## config.mk

```make
export PLATFORM = sky130hd
export DESIGN_NAME = exec_unit_flat
export DESIGN_NICKNAME = d
export VERILOG_FILES = /design/src/rtl/exec_unit_if.sv /design/src/rtl/exec_unit.sv /design/src/flat_wrapper.sv
export SDC_FILE = /design/constraint.sdc
export NUM_CORES = 1
export LEC_CHECK = 0
export ABC_AREA = 1
export CORE_ASPECT_RATIO = 2
export CORE_MARGIN = 5
export CORE_UTILIZATION = 45
export CTS_CLUSTER_DIAMETER = 80
export DETAILED_ROUTE_END_ITERATION = 7
export PLACE_DENSITY = 0.7
export SETUP_SLACK_MARGIN = 0.05
export SYNTH_ARGS = -nofsm -noshare
export SYNTH_HDL_FRONTEND = slang
export SYNTH_SLANG_ARGS = --single-unit
```

## constraint.sdc

```tcl
create_clock -name Clk -period 3.1 [get_ports Clk]
set_input_delay 0.62 -clock Clk [delete_from_list [all_inputs] [get_ports Clk]]
set_output_delay 0.62 -clock Clk [all_outputs]
set_load 0.02 [all_outputs]
```

## src/rtl/exec_unit_if.sv

```systemverilog
// Handshake and operand bundle between the register file read side and exec_unit.
// Latency: pure wiring, no storage.
// Backpressure: the producer must hold off start while busy is high, or the request is dropped.
interface exec_unit_if #(
  parameter int WIDTH = 32
);
  // request side, driven by the issue logic
  logic             start;
  logic [3:0]       op;
  logic             is_branch;
  logic             use_imm;
  logic [WIDTH-1:0] Op_A;
  logic [WIDTH-1:0] Op_B;
  logic [WIDTH-1:0] imm;
  logic [WIDTH-1:0] pc;
  logic [4:0]       rd_in;
  logic             wb_en_in;

  // completion side, driven by exec_unit toward the register file write port
  logic             busy;
  logic             done;
  logic [WIDTH-1:0] result;
  logic             branch_taken;
  logic [4:0]       rd_out;
  logic             write_en;

  modport master (
    output start, op, is_branch, use_imm, Op_A, Op_B, imm, pc, rd_in, wb_en_in,
    input  busy, done, result, branch_taken, rd_out, write_en
  );

  modport slave (
    input  start, op, is_branch, use_imm, Op_A, Op_B, imm, pc, rd_in, wb_en_in,
    output busy, done, result, branch_taken, rd_out, write_en
  );
endinterface

```

## src/rtl/exec_unit.sv

```systemverilog
// RV32I execute stage: single-cycle ALU and branch ops, iterative 1-bit/cycle shifter.
// Latency: 1 cycle for ALU, branch and zero-amount shifts; 1+n cycles for a shift by n.
// Backpressure: busy is high while shifting; a start seen during busy is silently dropped.
module exec_unit #(
  parameter int WIDTH = 32
) (
  input  logic        Clk,
  input  logic        Rst,
  exec_unit_if.slave  bus
);

  typedef enum logic [1:0] {
    IDLE  = 2'd0,
    SHIFT = 2'd1,
    DONE  = 2'd2
  } state_t;

  state_t state, state_nxt;

  // decode of the incoming request
  logic             accept;
  logic [WIDTH-1:0] b_sel;
  logic [4:0]       amt;
  logic             is_shift;
  logic [WIDTH-1:0] alu_res;
  logic             alu_ok;
  logic             br_cond;

  // shifter state
  logic [WIDTH-1:0] sh_q;
  logic [4:0]       cnt_q;
  logic             sh_right_q;
  logic             sh_arith_q;
  logic [WIDTH-1:0] sh_step;
  logic             sh_last;

  // fields of the instruction in flight, used to qualify write_en
  logic [4:0]       rd_q;
  logic             wb_q;
  logic             br_q;
  logic             ok_q;

  // architecturally visible results, held until the next completion
  logic [WIDTH-1:0] result_q;
  logic             taken_q;
  logic [4:0]       rd_out_q;

  // Request decode: acceptance, operand select, ALU result and branch condition.
  always_comb begin
    accept   = 1'b0;
    b_sel    = '0;
    amt      = '0;
    is_shift = 1'b0;
    alu_res  = '0;
    alu_ok   = 1'b0;
    br_cond  = 1'b0;

    accept   = bus.start && (state != SHIFT);
    b_sel    = bus.use_imm ? bus.imm : bus.Op_B;
    amt      = b_sel[4:0];
    is_shift = !bus.is_branch &&
               ((bus.op == 4'b0001) || (bus.op == 4'b0101) || (bus.op == 4'b1101));

    unique case (bus.op)
      4'b0000: begin alu_res = bus.Op_A + b_sel; alu_ok = 1'b1; end
      4'b1000: begin alu_res = bus.Op_A - b_sel; alu_ok = 1'b1; end
      4'b0010: begin
        alu_res = {{(WIDTH-1){1'b0}}, ($signed(bus.Op_A) < $signed(b_sel))};
        alu_ok  = 1'b1;
      end
      4'b0011: begin alu_res = {{(WIDTH-1){1'b0}}, (bus.Op_A < b_sel)}; alu_ok = 1'b1; end
      4'b0100: begin alu_res = bus.Op_A ^ b_sel; alu_ok = 1'b1; end
      4'b0110: begin alu_res = bus.Op_A | b_sel; alu_ok = 1'b1; end
      4'b0111: begin alu_res = bus.Op_A & b_sel; alu_ok = 1'b1; end
      default: begin alu_res = '0; alu_ok = 1'b0; end
    endcase

    // branches always compare against the register operand, never the immediate
    unique case (bus.op[2:0])
      3'b000:  br_cond = (bus.Op_A == bus.Op_B);
      3'b001:  br_cond = (bus.Op_A != bus.Op_B);
      3'b100:  br_cond = ($signed(bus.Op_A) <  $signed(bus.Op_B));
      3'b101:  br_cond = ($signed(bus.Op_A) >= $signed(bus.Op_B));
      3'b110:  br_cond = (bus.Op_A <  bus.Op_B);
      3'b111:  br_cond = (bus.Op_A >= bus.Op_B);
      default: br_cond = 1'b0;
    endcase
  end

  // One-bit shift step of the value in flight; SRA replicates the sign bit.
  always_comb begin
    sh_step = '0;
    if (!sh_right_q) begin
      sh_step = {sh_q[WIDTH-2:0], 1'b0};
    end else if (sh_arith_q) begin
      sh_step = {sh_q[WIDTH-1], sh_q[WIDTH-1:1]};
    end else begin
      sh_step = {1'b0, sh_q[WIDTH-1:1]};
    end
    sh_last = (cnt_q == 5'd1);
  end

  // State register.
  always_ff @(posedge Clk) begin
    if (!Rst) begin
      state <= IDLE;
    end else begin
      state <= state_nxt;
    end
  end

  // Next-state logic and handshake outputs.
  always_comb begin
    state_nxt    = state;
    bus.busy     = 1'b0;
    bus.done     = 1'b0;
    bus.write_en = 1'b0;

    unique case (state)
      IDLE, DONE: begin
        if (accept) begin
          state_nxt = (is_shift && (amt != 5'd0)) ? SHIFT : DONE;
        end else begin
          state_nxt = IDLE;
        end
      end
      SHIFT: begin
        bus.busy  = 1'b1;
        state_nxt = sh_last ? DONE : SHIFT;
      end
      default: state_nxt = IDLE;
    endcase

    if (state == DONE) begin
      bus.done     = 1'b1;
      bus.write_en = wb_q && ok_q && !br_q && (rd_q != 5'd0);
    end
  end

  // Datapath: capture on acceptance, iterate the shifter, publish results at completion.
  always_ff @(posedge Clk) begin
    if (!Rst) begin
      sh_q       <= '0;
      cnt_q      <= '0;
      sh_right_q <= 1'b0;
      sh_arith_q <= 1'b0;
      rd_q       <= '0;
      wb_q       <= 1'b0;
      br_q       <= 1'b0;
      ok_q       <= 1'b0;
      result_q   <= '0;
      taken_q    <= 1'b0;
      rd_out_q   <= '0;
    end else if (accept) begin
      rd_q <= bus.rd_in;
      wb_q <= bus.wb_en_in;
      br_q <= bus.is_branch;
      ok_q <= is_shift || alu_ok;
      if (is_shift && (amt != 5'd0)) begin
        sh_q       <= bus.Op_A;
        cnt_q      <= amt;
        sh_right_q <= bus.op[2];
        sh_arith_q <= bus.op[3];
      end else begin
        // single-cycle ops complete in the next cycle, so publish now
        if (bus.is_branch) begin
          result_q <= bus.pc + bus.imm;
        end else if (is_shift) begin
          result_q <= bus.Op_A;
        end else begin
          result_q <= alu_res;
        end
        taken_q  <= bus.is_branch && br_cond;
        rd_out_q <= bus.rd_in;
      end
    end else if (state == SHIFT) begin
      sh_q  <= sh_step;
      cnt_q <= cnt_q - 5'd1;
      if (sh_last) begin
        result_q <= sh_step;
        taken_q  <= 1'b0;
        rd_out_q <= rd_q;
      end
    end
  end

  assign bus.result       = result_q;
  assign bus.branch_taken = taken_q;
  assign bus.rd_out       = rd_out_q;

endmodule

```

## src/flat_wrapper.sv

```systemverilog
// flat-port wrapper written by rule: the top's interface ports become plain ports
module exec_unit_flat 
#(
  parameter int WIDTH = 32
)
  (Clk, Rst, bus_start, bus_op, bus_is_branch, bus_use_imm, bus_Op_A, bus_Op_B, bus_imm, bus_pc, bus_rd_in, bus_wb_en_in, bus_busy, bus_done, bus_result, bus_branch_taken, bus_rd_out, bus_write_en);
  exec_unit_if #(.WIDTH(WIDTH)) bus_i ();
  input  logic Clk;
  input  logic Rst;
  input wire logic [$bits(bus_i.start)-1:0] bus_start;
  input wire logic [$bits(bus_i.op)-1:0] bus_op;
  input wire logic [$bits(bus_i.is_branch)-1:0] bus_is_branch;
  input wire logic [$bits(bus_i.use_imm)-1:0] bus_use_imm;
  input wire logic [$bits(bus_i.Op_A)-1:0] bus_Op_A;
  input wire logic [$bits(bus_i.Op_B)-1:0] bus_Op_B;
  input wire logic [$bits(bus_i.imm)-1:0] bus_imm;
  input wire logic [$bits(bus_i.pc)-1:0] bus_pc;
  input wire logic [$bits(bus_i.rd_in)-1:0] bus_rd_in;
  input wire logic [$bits(bus_i.wb_en_in)-1:0] bus_wb_en_in;
  output wire logic [$bits(bus_i.busy)-1:0] bus_busy;
  output wire logic [$bits(bus_i.done)-1:0] bus_done;
  output wire logic [$bits(bus_i.result)-1:0] bus_result;
  output wire logic [$bits(bus_i.branch_taken)-1:0] bus_branch_taken;
  output wire logic [$bits(bus_i.rd_out)-1:0] bus_rd_out;
  output wire logic [$bits(bus_i.write_en)-1:0] bus_write_en;
  assign bus_i.start = bus_start;
  assign bus_i.op = bus_op;
  assign bus_i.is_branch = bus_is_branch;
  assign bus_i.use_imm = bus_use_imm;
  assign bus_i.Op_A = bus_Op_A;
  assign bus_i.Op_B = bus_Op_B;
  assign bus_i.imm = bus_imm;
  assign bus_i.pc = bus_pc;
  assign bus_i.rd_in = bus_rd_in;
  assign bus_i.wb_en_in = bus_wb_en_in;
  assign bus_busy = bus_i.busy;
  assign bus_done = bus_i.done;
  assign bus_result = bus_i.result;
  assign bus_branch_taken = bus_i.branch_taken;
  assign bus_rd_out = bus_i.rd_out;
  assign bus_write_en = bus_i.write_en;
  exec_unit #(.WIDTH(WIDTH)) u_core (.Clk(Clk), .Rst(Rst), .bus(bus_i));
endmodule
```

Yosys cells after proc, flatten, opt, wreduce, memory -nomap -nowiden:

Index checks and enable logic that the tools add are counted.

* register bits: 87
* bits of input ports: 143
* output and inout port bits: 41
* word-level logic and storage cells: 104

* add/subtract/negate cells: 4
* $lt $le $gt $ge: 6
* equal/unequal tests: 22
* muxes and demuxes: 33
* bitwise operators: 3
* reductions and logical operators: 24

Operator list (count)
* two-way mux 32 bit: 12
* one-hot mux 32 bit (7 select lines): 1
* < comparator 32 bit: 4
* adder 32 bit: 2
* >= comparator 32 bit: 2
* two-way mux 5 bit: 7
* AND 32 bit: 1
* == test 32 bit: 1
* inequality test 32 bit: 1
* OR 32 bit: 1
* subtractor 32 bit: 1
* bitwise XOR 32 bit: 1
* == test 4 x 3 -> 1 bit, second input constant: 4
* == test 3 bit, second input constant: 4
* nonzero test 5 bit: 2
* == test 4 x 2 -> 1 bit, second input constant: 2
* == test 4 bit, second input constant: 2
* two-way mux 1 bit: 8
* logical AND 1 bit: 7
* OR reduction 7 bit: 1
* two-way mux 2 bit: 3
* one-hot mux 1 bit (6 select lines): 1
* == test 5 x 1 -> 1 bit, second input constant: 1
* subtractor 5 x 1 -> 5 bit, second input constant: 1
* other kinds (16): 22

Longest topological paths before layout:

Gate-level depths: netlist of the first run.

* word-level depth: 8
* depth in mapped cells: 23
* depth with buffers taken out: 20

Least setup slack after synthesis of the first run:

OpenSTA, ideal clock, no wires.

* kind: input-to-reg
* start point: input bus_use_imm
* end point: register u_core.result_q[27] (netlist: u_core.bus.result[27])
* setup time: 119 ps
* arrival: 2801 ps
* data required time: 2981 ps
* slack: 180 ps
* stages on the path: 17
* buffers on the path: 4
* cell sequence: buf_4 -> buf_6 -> clkbuf_1 -> nand2_1 -> o21ai_0 -> ha_1 -> buf_2 -> nor2_1 -> nand2_1 -> nor4_1 -> nand2_1 -> nand3_1 -> nand2_1 -> nand3_1 -> nand4_1 -> nand2_1 -> a21oi_1

* word-level cells in the longest chain between the ends: 7
* elaborated cells between the ends (all ways): 15
* classes of those cells: add/sub: 2; eq/ne: 1; mux: 6; bitwise: 3; reduce/logical: 3

Ends and longest elaborated chain
* start: declaration: line flat_wrapper.sv:13 `input wire logic [$bits(bus_i.use_imm)-1:0] bus_use_imm;`
* two-way mux 32 bit *: line exec_unit.sv:59 `b_sel = bus.use_imm ? bus.imm : bus.Op_B;`
* subtractor 32 bit (tied with other cells): line exec_unit.sv:66 `4'b1000: begin alu_res = bus.Op_A - b_sel; alu_ok = 1'b1; end`
* one-hot mux 32 bit (7 select lines): line exec_unit.sv:64 `unique case (bus.op)`
* two-way mux 32 bit: line exec_unit.sv:168 `end else if (is_shift) begin`
* two-way mux 32 bit: line exec_unit.sv:166 `if (bus.is_branch) begin`
* two-way mux 32 bit: line exec_unit.sv:159 `if (is_shift && (amt != 5'd0)) begin`
* two-way mux 32 bit: line exec_unit.sv:154 `end else if (accept) begin`
* end signal: assignment: line exec_unit.sv:167 `result_q <= bus.pc + bus.imm;`
* end signal: assignment: line exec_unit.sv:169 `result_q <= bus.Op_A;`
* end signal: assignment: line exec_unit.sv:171 `result_q <= alu_res;`
* end: declaration: line exec_unit.sv:44 `logic [WIDTH-1:0] result_q;`

Mark *: on every way between the ends. The rest lies on a longest branch, timed or not. The select of a mux whose other input is x is not followed.
A chain may end at the register's enable or synchronous reset.

Final worst setup path of the first run:

* start point: input bus_imm[5]
* end point: register u_core.result_q[26] (netlist: u_core.bus.result[26])

* word-level cells in the longest chain between the ends: 7
* elaborated cells between the ends (all ways): 9
* classes of those cells: add/sub: 3; mux: 6

Ends and longest elaborated chain
* start: declaration: line flat_wrapper.sv:16 `input wire logic [$bits(bus_i.imm)-1:0] bus_imm;`
* two-way mux 32 bit: line exec_unit.sv:59
* subtractor 32 bit / adder 32 bit (equally long branches): line exec_unit.sv:66, exec_unit.sv:65
* one-hot mux 32 bit (7 select lines): line exec_unit.sv:64
* two-way mux 32 bit: line exec_unit.sv:168
* two-way mux 32 bit *: line exec_unit.sv:166
* two-way mux 32 bit *: line exec_unit.sv:159
* two-way mux 32 bit *: line exec_unit.sv:154

Marked as above.

==> metrics, run 1 <==
status=completed; gr ovfl total=0; gp weighted congestion=approximately 1.1; stages on the worst setup path=20; Worst Path Required=3.40 ns; CTS tree=yes; worst hold start=u_core.bus.branch_taken; Post-Syn Instances=2633; antenna violations before repair=0; Die Footprint=35700 um2; P_leak=0.0110 uW; mux contribution to synthesized area=0.210%; core area=31400 um2; Commonest cells post-synth=nand2_1 (836), inv_1 (438), a21oi_1 (204); Synth warnings=0; WP buf/inv=4; synthesized area=14300 um2; placed wire-length estimate=between 60000 and 70000 um; clock latency on the worst-skew pair=0.37 ns; R2R cell count=9; initial core utilization=between 40% and 50%; share of layout cells above drive strength 1=20.7%; Final period util=between 90% and 100%; count leader, synth=nand2_1; Worst Setup SP=bus_imm[5]; I/O Buffers=183; Reg2Reg Capture Point=u_core.bus.result[19]; cell taking the most area after synthesis=nand2_1; Tmin final=3.00 ns; RSZ-0062 raised after global routing=yes; clk buf depth=2; measured slew at the worst slew-check pin=0.511 ns; Core Util, Final=around two thirds; Max Fclk=333 MHz; CTS Buf Count=9; register area=1740 um2; area of the multi-input gates=11100 um2; Vias/cell=5.54; setup_tns=0 ns; r2r setup slk=roughly 1 ns; Setup violations, final=0; # IOs=184; PwrDens=297 nW/um2; diode count=0; worst setup path end=u_core.bus.result[26]; global-route wire length before repair=between 100000 and 150000 um; reg2reg start=u_core.state[1]; Worst path max stage delay=about 0.48 ns; Async SR Flop Fraction=0%; Design Area, Final=~21000 um2; largest net degree at the start of global routing=around 70; Synth top area share=21.9%; CP Max Fanout=5; Hold Vio Cnt, Final=0; Die Span X=136 um; routed vias=about 20k; post-synth cell types=50; pre-CTS setup slack=-0.498 ns; Post-Synth Adder-Cell Area=15.1%; Setup CP Type=in -> reg; Synth Register Bits=87; Crit. End Element=flop; skew final=0.0150 ns; hold_buf cts=0; main combinational cell family by area after synthesis=simple AND/OR/NAND/NOR gates; drt initial violations=between 1.5k and 2k; syn_nets=between 2k and 3k; vias in the first global route=19.7k; First-pass DRT Iterations=7; clock sinks=87; DR DRC count=0; Post-layout nets=about 3.5k; Synth Area in XOR/XNOR=0.673%; WL/cell=20.1 um; Slew HR=65.6%; crit path launch type=input pin; average size of a mapped cell=5.43 um2; Synth Area in Simple Gates=37.5%; chip height=262 um; PnR worst setup slack=0.101 ns; Cell Rows=92; Clk Tree Root Cell=clkbuf_16; Slew Viols, Final=0; Detail Route Antenna Nets=0; Synth Area in Compound Gates=around a fifth; Post-synth EDFFs=0; number of max-cap violations=0; Placement Cell Area=19700 um2; Total GRT Usage=between 30% and 40%; worst min-delay path class=reg -> reg; register area share after synthesis=12.2%; CP Cell Sequence=clkdlybuf4s50_1 > inv_1 > nand2_1 > o21ai_1 > ha_2 > buf_4 > inv_1 > a21oi_2 > nand2_1 > nand2_2 > nand3_4 > nand2_2 > nand3_1 > nand2_1 > nand3_2 > nand3_1 > nand2_1 > nand2_2 > nand2_1 > a21oi_1; H-Tree Level Count=3; crit-path leading delay family=simple AND/OR/NAND/NOR gates; data arrival time at the worst-slack endpoint=3.30 ns; Worst path slowest cell=clkdlybuf4s50_1; Top FF cell, synth=dfxtp_1; Filler cells=~3k; VDD IR max=0.386 mV; Area contributors post-synth=nand2_1 (22%), ha_1 (15%), dfxtp_1 (12%); post-route total power=6170 uW; Clock Pin Slew Worst Setup and Hold Paths=roughly 0.070 ns; Synth-to-Final Area Change=45.3%; cell repeated most along the worst path=nand2_1; WL final=72900 um
## cells by family (layout without fill, tap and decap cells)
| family | after synthesis | count (layout) |
|---|---|---|
| AOI/OAI and AO/OA | 508 | 508 |
| adders and majority gates | 171 | 171 |
| xor gates and xnor gates | 11 | 11 |
| buffers and inverters | 544 | 1109 |
| muxes | 3 | 3 |
| DFF | 87 | 87 |
| and+or+nand+nor | 1309 | 1309 |
## state kept, by name (all words and copies together) (netlist names)
signal                   cells
u_core.bus.branch_taken      1
u_core.state                 2
u_core.wb_q                  1
u_core.sh_arith_q            1
u_core.ok_q                  1
u_core.sh_right_q            1
u_core.cnt_q                 5
u_core.br_q                  1
u_core.sh_q                 32
u_core.bus.result           32
u_core.rd_q                  5
u_core.bus.rd_out            5
## routing by layer
layer  vias up  GRT usage, %  routed length (um)
met3       356          4.27                4960
met5         -             0                   0
met1      9093          40.5               24600
met4         0          31.6                7390
met2      1052          70.3               36000
li1       9566             -                   -
## power by group
| group | leakage, uW | total (uW) | internal (uW) | switching, uW |
|---|---|---|---|---|
| logic | 0.0102 | 3760 | 1600 | 2160 |
| registers | 0.000714 | 1250 | 1200 | 55.3 |
| clock network | 0.000153 | 1150 | 636 | 515 |
| total | 0.0110 | 6170 | 3440 | 2730 |
## how the worst min path moves through the flow
stage | end | slack, ns | depth (start not counted)
after floorplan | u_core.sh_arith_q | 0.42 | 2
after global placement | u_core.bus.branch_taken | 0.45 | 2
after detailed placement | u_core.bus.branch_taken | 0.46 | 2
after CTS | u_core.bus.branch_taken | 0.47 | 2
after global routing | u_core.bus.branch_taken | 0.49 | 2
final | u_core.bus.branch_taken | 0.47 | 2
## area by class of cell
type	instances	share of cell area [%]
Tap cell	423	2.55
Clock inverter	7	0.373
Multi-Input combinational cell	2002	53.3
Clock buffer	9	1.08
Sequential cell	87	8.38
Timing Repair Buffer	647	26.2
Inverter	446	8.07
## worst reg2reg max path, delay by kind of cell, from the launching register on
family                 cells  cell delay (ns)
AND/OR/NAND/NOR            3             0.67
AO/OA/AOI/OAI              2             0.33
flip-flops                 1             0.31
buffers and inverters      4             0.69
## metrics by stage
step | hold WS (ns) | std cells
global route | 0.488 | 3621
finish | 0.474 | 3621
detailed placement | 0.464 | 3593
global placement | 0.454 | 3593
CTS | 0.474 | 3610
floorplan | 0.425 | 2633
## placed cells by master (no fill, tap or decap), drive strengths merged, types with 2 or more instances in the layout
cell type	n
a211oi	4
nor3	17
o2111ai	2
xnor2	5
ha	168
mux2i	3
xor2	6
a21oi	204
buf	464
o211ai	8
a221oi	6
nand3	199
and3	2
clkinv	3
fa	3
dlymetal6s2s	2
a31oi	38
a21o	3
clkdlybuf4s50	179
dfxtp	87
inv	448
and2	8
a21boi	2
nand3b	6
o21ai	189
nand2	839
nor2	200
o22ai	29
o21bai	16
nand4	35
clkbuf	11
or2	2
## timing repair
item	CTS	global route
setup buffers	1	9
hold endpoints to repair	0	0
pin swaps	4	27
gates cloned	0	2
gates resized for setup	27	199
setup endpoints to repair	16	28
Power figures use the tool's default switching activity.
==> run 2: changes to the inputs <==
--- a/config.mk
+++ b/config.mk
@@ -6,6 +6,7 @@
 export NUM_CORES = 1
 export LEC_CHECK = 0
 export ABC_AREA = 1
+export ABC_CLOCK_PERIOD_IN_PS = 3100
 export CORE_ASPECT_RATIO = 2
 export CORE_MARGIN = 5
 export CORE_UTILIZATION = 45
==> results of run 2 <==
The final DEF is identical to that of run 1; final timing and power are the same.
